===== src/rtl/ifetch_pkg.sv =====
// Shared types and constants for the instruction fetch unit.
// Imported by the fetch FSM top and its instruction queue.
package ifetch_pkg;

    typedef enum logic [1:0] {
        IDLE = 2'd0,
        REQ  = 2'd1,
        DROP = 2'd2
    } fetch_state_e;

    localparam logic [31:0] NOP_INST   = 32'h0000_0000;
    localparam int          WORD_BYTES = 4;

    // Clear the byte-offset bits of a fetch address.
    function automatic logic [31:0] word_align(input logic [31:0] a);
        return {a[31:2], 2'b00};
    endfunction

endpackage


===== src/rtl/ifetch_unit_inst_fifo.sv =====
// Small synchronous queue of {pc, instruction} pairs.
// Flush wins over push and pop in the same cycle.
module inst_fifo #(
    parameter int AW    = 32,
    parameter int DW    = 32,
    parameter int DEPTH = 2,
    parameter int PW    = $clog2(DEPTH),
    parameter int CW    = $clog2(DEPTH) + 1
) (
    input  logic          clk_i,
    input  logic          rst_i,
    input  logic          flush_i,
    input  logic          push_i,
    input  logic [AW-1:0] push_pc_i,
    input  logic [DW-1:0] push_data_i,
    input  logic          pop_i,
    output logic [AW-1:0] head_pc_o,
    output logic [DW-1:0] head_data_o,
    output logic [CW-1:0] count_o,
    output logic          full_o,
    output logic          empty_o
);

    logic [AW-1:0] pc_mem   [DEPTH];
    logic [DW-1:0] data_mem [DEPTH];
    logic [PW-1:0] wr_ptr_q;
    logic [PW-1:0] rd_ptr_q;
    logic [CW-1:0] count_q;
    logic          do_push;
    logic          do_pop;

    assign full_o      = (count_q == CW'(DEPTH));
    assign empty_o     = (count_q == '0);
    assign count_o     = count_q;
    assign do_push     = push_i & ~full_o & ~flush_i;
    assign do_pop      = pop_i & ~empty_o & ~flush_i;
    assign head_pc_o   = pc_mem[rd_ptr_q];
    assign head_data_o = data_mem[rd_ptr_q];

    // Pointer and occupancy bookkeeping; flush empties the queue.
    always_ff @(posedge clk_i or negedge rst_i) begin
        if (!rst_i) begin
            wr_ptr_q <= '0;
            rd_ptr_q <= '0;
            count_q  <= '0;
        end else if (flush_i) begin
            wr_ptr_q <= '0;
            rd_ptr_q <= '0;
            count_q  <= '0;
        end else begin
            if (do_push) wr_ptr_q <= wr_ptr_q + PW'(1);
            if (do_pop)  rd_ptr_q <= rd_ptr_q + PW'(1);
            unique case ({do_push, do_pop})
                2'b10:   count_q <= count_q + CW'(1);
                2'b01:   count_q <= count_q - CW'(1);
                default: count_q <= count_q;
            endcase
        end
    end

    // Storage write; entries need no reset since empty masks the head.
    always_ff @(posedge clk_i) begin
        if (do_push) begin
            pc_mem[wr_ptr_q]   <= push_pc_i;
            data_mem[wr_ptr_q] <= push_data_i;
        end
    end

endmodule


===== src/rtl/ifetch_unit.sv =====
// Instruction fetch: reads the PC, fetches over req/ack and
// queues words for IF/ID, advancing the PC only on accepted fetches.
module ifetch_unit
    import ifetch_pkg::*;
#(
    parameter int ADDR_W = 32,
    parameter int DATA_W = 32,
    parameter int QDEPTH = 2
) (
    input  logic              clk_i,
    input  logic              rst_i,
    input  logic              start_i,
    input  logic [ADDR_W-1:0] pc_i,
    output logic              pc_write_o,
    input  logic              flush_i,
    output logic              mem_req_o,
    output logic [ADDR_W-1:0] mem_addr_o,
    input  logic              mem_ack_i,
    input  logic [DATA_W-1:0] mem_data_i,
    output logic [DATA_W-1:0] inst_o,
    output logic [ADDR_W-1:0] inst_pc_o,
    output logic              inst_valid_o,
    input  logic              id_stall_i
);

    localparam int CW = $clog2(QDEPTH) + 1;

    fetch_state_e      state_q;
    logic [ADDR_W-1:0] addr_q;
    logic [ADDR_W-1:0] head_pc;
    logic [DATA_W-1:0] head_data;
    logic [CW-1:0]     count;
    logic [CW-1:0]     count_nxt;
    logic              full;
    logic              empty;
    logic              ack_ok;
    logic              pop;
    logic              can_issue;
    logic              keep_going;

    assign ack_ok     = (state_q == REQ) & mem_ack_i & ~flush_i;
    assign pop        = ~empty & ~id_stall_i;
    assign count_nxt  = count + CW'(ack_ok) - CW'(pop);
    assign can_issue  = start_i & ~flush_i & (count < CW'(QDEPTH));
    assign keep_going = start_i & (count_nxt < CW'(QDEPTH));

    // Redirects always load the PC; reset masks a stray flush.
    assign pc_write_o   = rst_i & (flush_i | ack_ok);
    assign mem_req_o    = (state_q != IDLE);
    assign mem_addr_o   = {addr_q[ADDR_W-1:2], 2'b00};
    assign inst_valid_o = ~empty;
    assign inst_o       = empty ? DATA_W'(NOP_INST) : head_data;
    assign inst_pc_o    = empty ? '0 : head_pc;

    inst_fifo #(
        .AW    (ADDR_W),
        .DW    (DATA_W),
        .DEPTH (QDEPTH)
    ) u_fifo (
        .clk_i       (clk_i),
        .rst_i       (rst_i),
        .flush_i     (flush_i),
        .push_i      (ack_ok),
        .push_pc_i   (addr_q),
        .push_data_i (mem_data_i),
        .pop_i       (pop),
        .head_pc_o   (head_pc),
        .head_data_o (head_data),
        .count_o     (count),
        .full_o      (full),
        .empty_o     (empty)
    );

    // Fetch sequencer: issue, hold request until ack, drop on redirect.
    always_ff @(posedge clk_i or negedge rst_i) begin
        if (!rst_i) begin
            state_q <= IDLE;
            addr_q  <= '0;
        end else begin
            unique case (state_q)
                IDLE: begin
                    if (can_issue) begin
                        addr_q  <= pc_i;
                        state_q <= REQ;
                    end
                end
                REQ: begin
                    if (flush_i) begin
                        state_q <= mem_ack_i ? IDLE : DROP;
                    end else if (mem_ack_i) begin
                        addr_q  <= addr_q + ADDR_W'(WORD_BYTES);
                        state_q <= keep_going ? REQ : IDLE;
                    end
                end
                DROP: begin
                    if (mem_ack_i) state_q <= IDLE;
                end
                default: state_q <= IDLE;
            endcase
        end
    end

    // Full is implied by the issue throttle; kept for visibility only.
    logic unused_full;
    assign unused_full = full;

endmodule


===== config.mk =====
export PLATFORM = sky130hd
export DESIGN_NAME = ifetch_unit
export DESIGN_NICKNAME = d
export VERILOG_FILES = /design/src/rtl/ifetch_pkg.sv /design/src/rtl/ifetch_unit_inst_fifo.sv /design/src/rtl/ifetch_unit.sv
export SDC_FILE = /design/constraint.sdc
export NUM_CORES = 1
export LEC_CHECK = 0
export CORE_UTILIZATION = 28
export DETAILED_ROUTE_END_ITERATION = 8
export GPL_TIMING_DRIVEN = 0
export PLACE_DENSITY_LB_ADDON = 0.08
export SLEW_MARGIN = 25
export SYNTH_ARGS = -nofsm -noshare
export SYNTH_HDL_FRONTEND = slang
export SYNTH_HIERARCHICAL = 1
export SYNTH_SLANG_ARGS = --single-unit

===== constraint.sdc =====
create_clock -name clk_i -period 18.81 [get_ports clk_i]
set_clock_uncertainty 0.05 [all_clocks]
set_input_delay 2.8215 -clock clk_i [delete_from_list [all_inputs] [get_ports clk_i]]
set_output_delay 2.8215 -clock clk_i [all_outputs]
set_load 0.02 [all_outputs]

Word-level counts from Yosys, hierarchy flattened --
Memories as Yosys holds them, arrays and structs flattened. Index checks and enable logic that the tools add are counted.
Storage, ports and cells: bits in registers 38, output and inout bits 99, logic and storage cells 72, bits in writable memories 128, bits of input ports 70, memories 2
Cells by class: bitwise operators 16, add/subtract/negate cells 7, reductions and logical operators 9, mux-type cells 21, equality and inequality tests 10, order comparisons 2
Memories:
- u_fifo.data_mem | depth 2, bits a word 32, read ports 1, clocked after memory_dff 0, write ports 1, RTL line ifetch_unit_inst_fifo.sv:25 | logic [DW-1:0] data_mem [DEPTH];
- u_fifo.pc_mem | depth 2, bits a word 32, read ports 1, clocked after memory_dff 0, write ports 1, RTL line ifetch_unit_inst_fifo.sv:24 | logic [AW-1:0] pc_mem [DEPTH];
Operators by type and width (count):
- 32-bit two-way mux | 5
- 32-bit one-hot mux with 2 select lines | 1
- 32-bit by 3-bit adder with 32-bit output (second input constant) | 1
- 2-bit two-way mux | 6
- 1-bit bitwise AND | 11
- 2-bit != test (second input constant) | 4
- 2-bit nonzero test | 4
- 1-bit two-way mux | 7
- 2-bit equality test (second input constant) | 3
- 2-bit one-hot mux with 3 select lines | 1
- 2-bit by 1-bit equality test with 1-bit output (second input constant) | 2
- 2-bit logical NOT | 2
- 2-bit < comparator (second input constant) | 2
- 1-bit inverter | 4
- 2-bit one-hot mux with 2 select lines | 1
- 4-bit AND reduction | 1
- 3-bit != test (second input constant) | 1
- 3-bit AND reduction | 1
- 3-bit nonzero test | 1
- 1-bit adder (second input constant) | 2
- 2-bit by 1-bit adder with 2-bit output | 1
- 2-bit by 1-bit adder with 2-bit output (second input constant) | 1
- 2-bit by 1-bit subtractor with 2-bit output | 1
- 2-bit by 1-bit subtractor with 2-bit output (second input constant) | 1
- 1-bit OR | 1

Logic depth before layout (Yosys ltp) --
depth after elaboration 11, depth in mapped cells 9, depth with buffers taken out 8

Modules after synthesis --
Netlist, hierarchy kept.
Modules (own cells, without submodules):
- inst_fifo | area an instance 4819.6 µm², sequential area each 3943.8 µm², cells each 224, instances 1
- ifetch_unit | area an instance 2871.5 µm², sequential area each 850.8 µm², cells each 366, instances 1

Worst setup path after synthesis --
OpenSTA, ideal clock, no wires.
kind in2reg, from in flush_i, to mem u_fifo.data_mem[1][0], enable pin, slack 10.024 ns, library setup time 0.578 ns, data required time 18.182 ns, buffers on the path 0, cell stages on the path 5, arrival time 8.158 ns, cells stage by stage nor2_1 > nand2_1 > inv_1 > nand2b_1 > nor3b_1
Between the ends: word-level cells in the longest chain between the ends 6
Ends and longest elaborated chain:
- start, declared | RTL line ifetch_unit.sv:15 | input logic flush_i,
- 1-bit inverter | RTL line ifetch_unit.sv:41 | assign ack_ok = (state_q == REQ) & mem_ack_i & ~flush_i;
- 1-bit bitwise AND | RTL line ifetch_unit.sv:41
- net ack_ok | RTL line ifetch_unit.sv:36 | logic ack_ok;
- 1-bit bitwise AND (2 in series) | RTL line ifetch_unit_inst_fifo.sv:35 | assign do_push = push_i & ~full_o & ~flush_i;
- 1-bit two-way mux | RTL line ifetch_unit_inst_fifo.sv:63 | if (do_push) begin
- 1-bit two-way mux (not written as such) | RTL line ifetch_unit_inst_fifo.sv:65 | data_mem[wr_ptr_q] <= push_data_i;
- end, declared | RTL line ifetch_unit_inst_fifo.sv:25
The timed path passes the listed nets, and every way through them passes these cells.

Worst setup path in the final report --
from in flush_i, to out pc_write_o
Between the ends: word-level cells in the longest chain between the ends 4
Ends and longest elaborated chain:
- 1-bit inverter | RTL line ifetch_unit.sv:41
- 1-bit bitwise AND | RTL line ifetch_unit.sv:41
- 1-bit OR * | RTL line ifetch_unit.sv:48 | assign pc_write_o = rst_i & (flush_i | ack_ok);
- 1-bit bitwise AND * | RTL line ifetch_unit.sv:48
- end, declared | RTL line ifetch_unit.sv:14 | output logic pc_write_o,
Mark *: on every way between the ends. The rest lies on a longest branch, timed or not.

==> run metrics <==
Post-Syn Area per Cell 13.0 sq um; yosys warns 6; Clock Latency Late Sink 0.42 ns; post-layout min period 7.23 ns; First-pass DRT Iterations 5; design area 10600 sq um; Die Ht 168 um; remaining antenna violation count 0; number of global-route vias before repair 5586; Tcrit/Tclk final 0.384; Setup TNS 0 ns; Clk pwr share 0.346; Synth Flop Type edfxtp_1; synth unique cells 60; Logic pwr share 0.198; Crit path arrival time 4.36 ns; remaining global-route overflow 0; EDFF count, synth 128; Syn-to-layout area delta 37.4%; Seq/Total Area, Yosys 0.623; Crit Path Max Fanout 10; Fmax 138 MHz; vias per cell 4.73; register area 4790 sq um; core region area 27000 sq um; Clock Root Buffer clkbuf_16; Final Worst Setup Slack 11.58 ns; register share of total power 0.456; Horiz. Die Dim 168 um; placed cell areas 9970 sq um; WS Path Type primary input to primary output; Place WS 11.60 ns; PortBufs 166; slowest cell delay on critical path 0.72 ns; Clock Sink Count 166; Cell Rows 60; nets@finish 867; total die area 28100 sq um; switch share 0.291; H-tree levels 4; Resized cells post-CTS 0; All-Layer GR Usage 0.153; number of cells produced by synthesis 590; Synth Register Bits 166; worst path cell trace clkdlybuf4s50_1 -> a21oi_1 -> nor2b_1 -> clkdlybuf4s50_1; Final Max Tran Viols 0; Hold Path Stages 0; Final HPWL DP 15.8 mm; final cell count without fillers 1149; CTS Buf Count 17; Synth top cells by count edfxtp_1, nor2b_1, mux2_2; routed wl met2 10.5 mm; total setup buffers inserted after CTS 0; met1 WL 9.58 mm; CP Data Required Time 15.94 ns; max cap viols 0; Top Ports 169; FF-to-FF path depth 9; Net Sw Power 302 uW; CTS tree yes; # fillers 2630; share of the synthesized area in the top cell type 0.500; antenna violations before repair 0; routed via count 5431; drt wl/cell 18.5 um; HP Class flop to flop; first-pass GRT wire length 32.0 mm; fraction of layout cells with a size suffix above 1 0.220; cell mode on critical path clkdlybuf4s50_1; asr flop ratio synth 0.229; Setup Viol. Count Final 0; ranking of synthesized cells by area edfxtp_1, dfrtp_1, mux2_2; largest net degree at the start of global routing 24; # placed instances 1117; Power Dens Cells 98.1 nW/um^2; Cell Int Power 735 uW; cts hold-fix bufs 0; Starting Density 0.285; DRT Wirelength 21.2 mm; Slew @ Worst Pin 0.678 ns; worst vdd ir 64.3 uV; RSZ-0062 raised after global routing false; clock edge transition at the registers on the reported setup and hold paths 0.06 ns; most frequent cell after synthesis edfxtp_1; area leader, netlist edfxtp_1; area taken by multi-input logic gates 2520 sq um; Clock Path Buffers 2; initial DRC count 280; Pleak 0.00367 uW; DRC errors left 0; CP endpoint kind primary output; crit path launch type primary input; ANT cells 0; Final GP Congestion 0.771; mapped cell area 7690 sq um; Slowest cell on crit path clkdlybuf4s50_1; Final Hold Fails 0; met3 WL post-DR 854 um; uppermost routed layer met4; Rel. slew slack 0.548; status completed
## metal layers
| metal | GRT usage | up-vias |
|---|---|---|
| li1 | - | 2565 |
| met1 | 0.195 | 2680 |
| met2 | 0.259 | 164 |
| met3 | 0.0319 | 22 |
| met4 | 0.0467 | 0 |
| met5 | 0 | - |
## area by class of cell
cell class                 count  share of cell area
sequential                   166               0.454
multi-input combinational    360               0.239
timing repair buffer         185               0.174
tap                          341              0.0404
clock buffer                  17              0.0402
buffer                        59              0.0344
clock inverter                15              0.0170
inverter                       6             0.00213
## power groups by stage
| stage | Clock, uW | Sequential, uW | Combinational (uW) |
|---|---|---|---|
| global route | 386 | 478 | 220 |
| floorplan | 0 | 464 | 120 |
| detailed placement | 0 | 481 | 206 |
| CTS | 370 | 473 | 207 |
| finish | 359 | 473 | 205 |
| global placement | 0 | 479 | 203 |
## cell usage in the layout, fill, tap and decap left out, types with 17 or more instances in the layout
cell / n
o21ai_0: 19
a21oi_1: 32
clkdlybuf4s50_1: 165
mux2_2: 53
nand2_1: 29
nor2_1: 30
buf_4: 44
buf_2: 19
dfrtp_1: 38
edfxtp_1: 128
clkbuf_16: 17
nor2b_1: 69
## worst paths after layout
kind / startpoint / endpoint / slack, ns
hold reg to reg: addr_q[0]$_DFFE_PN0P_ / u_fifo/pc_mem[1][0]$_DFFE_PP_ / 0.45
setup / recovery: flush_i / pc_write_o / 11.58
setup reg to reg: state_q[1]$_DFFE_PN0P_ / u_fifo/pc_mem[1][13]$_DFFE_PP_ / 15.82
min in group asynchronous: rst_i / u_fifo/wr_ptr_q$_DFFE_PN0P_ / 2.28
hold / removal: addr_q[0]$_DFFE_PN0P_ / u_fifo/pc_mem[1][0]$_DFFE_PP_ / 0.45
max in group asynchronous: rst_i / addr_q[0]$_DFFE_PN0P_ / 15.92
## flip-flops by register name, summed over array words and instances (netlist names)
register and cells:
u_fifo/wr_ptr_q 1, u_fifo/data_mem 64, u_fifo/count_o 2, state_q 2, u_fifo/pc_mem 64, addr_q 32
u_fifo/rd_ptr_q 1
## stage by stage
stage / hold slack, ns / total power [uW] / utilization
after floorplan: 0.392 / 584 / -
after global placement: 0.410 / 682 / 0.363
after detailed placement: 0.430 / 686 / 0.370
after CTS: 0.446 / 1050 / 0.392
after global routing: 0.459 / 1080 / 0.392
final: 0.450 / 1040 / 0.392
## cells by family after synthesis
kind of cell               share of synthesized area
and+or+nand+nor                                0.145
other                                       0.000488
adders and majority gates                    0.00325
buffers and inverters                         0.0503
xor gates and xnor gates                     0.00342
DFF                                            0.623
AOI/OAI and AO/OA                             0.0779
muxes                                         0.0963
## critical path: cells and delay by family
family          cells  cell delay, ns
compound gates      1            0.08
buf+inv             2            1.33
simple gates        1            0.13
Power figures use the tool's default switching activity.
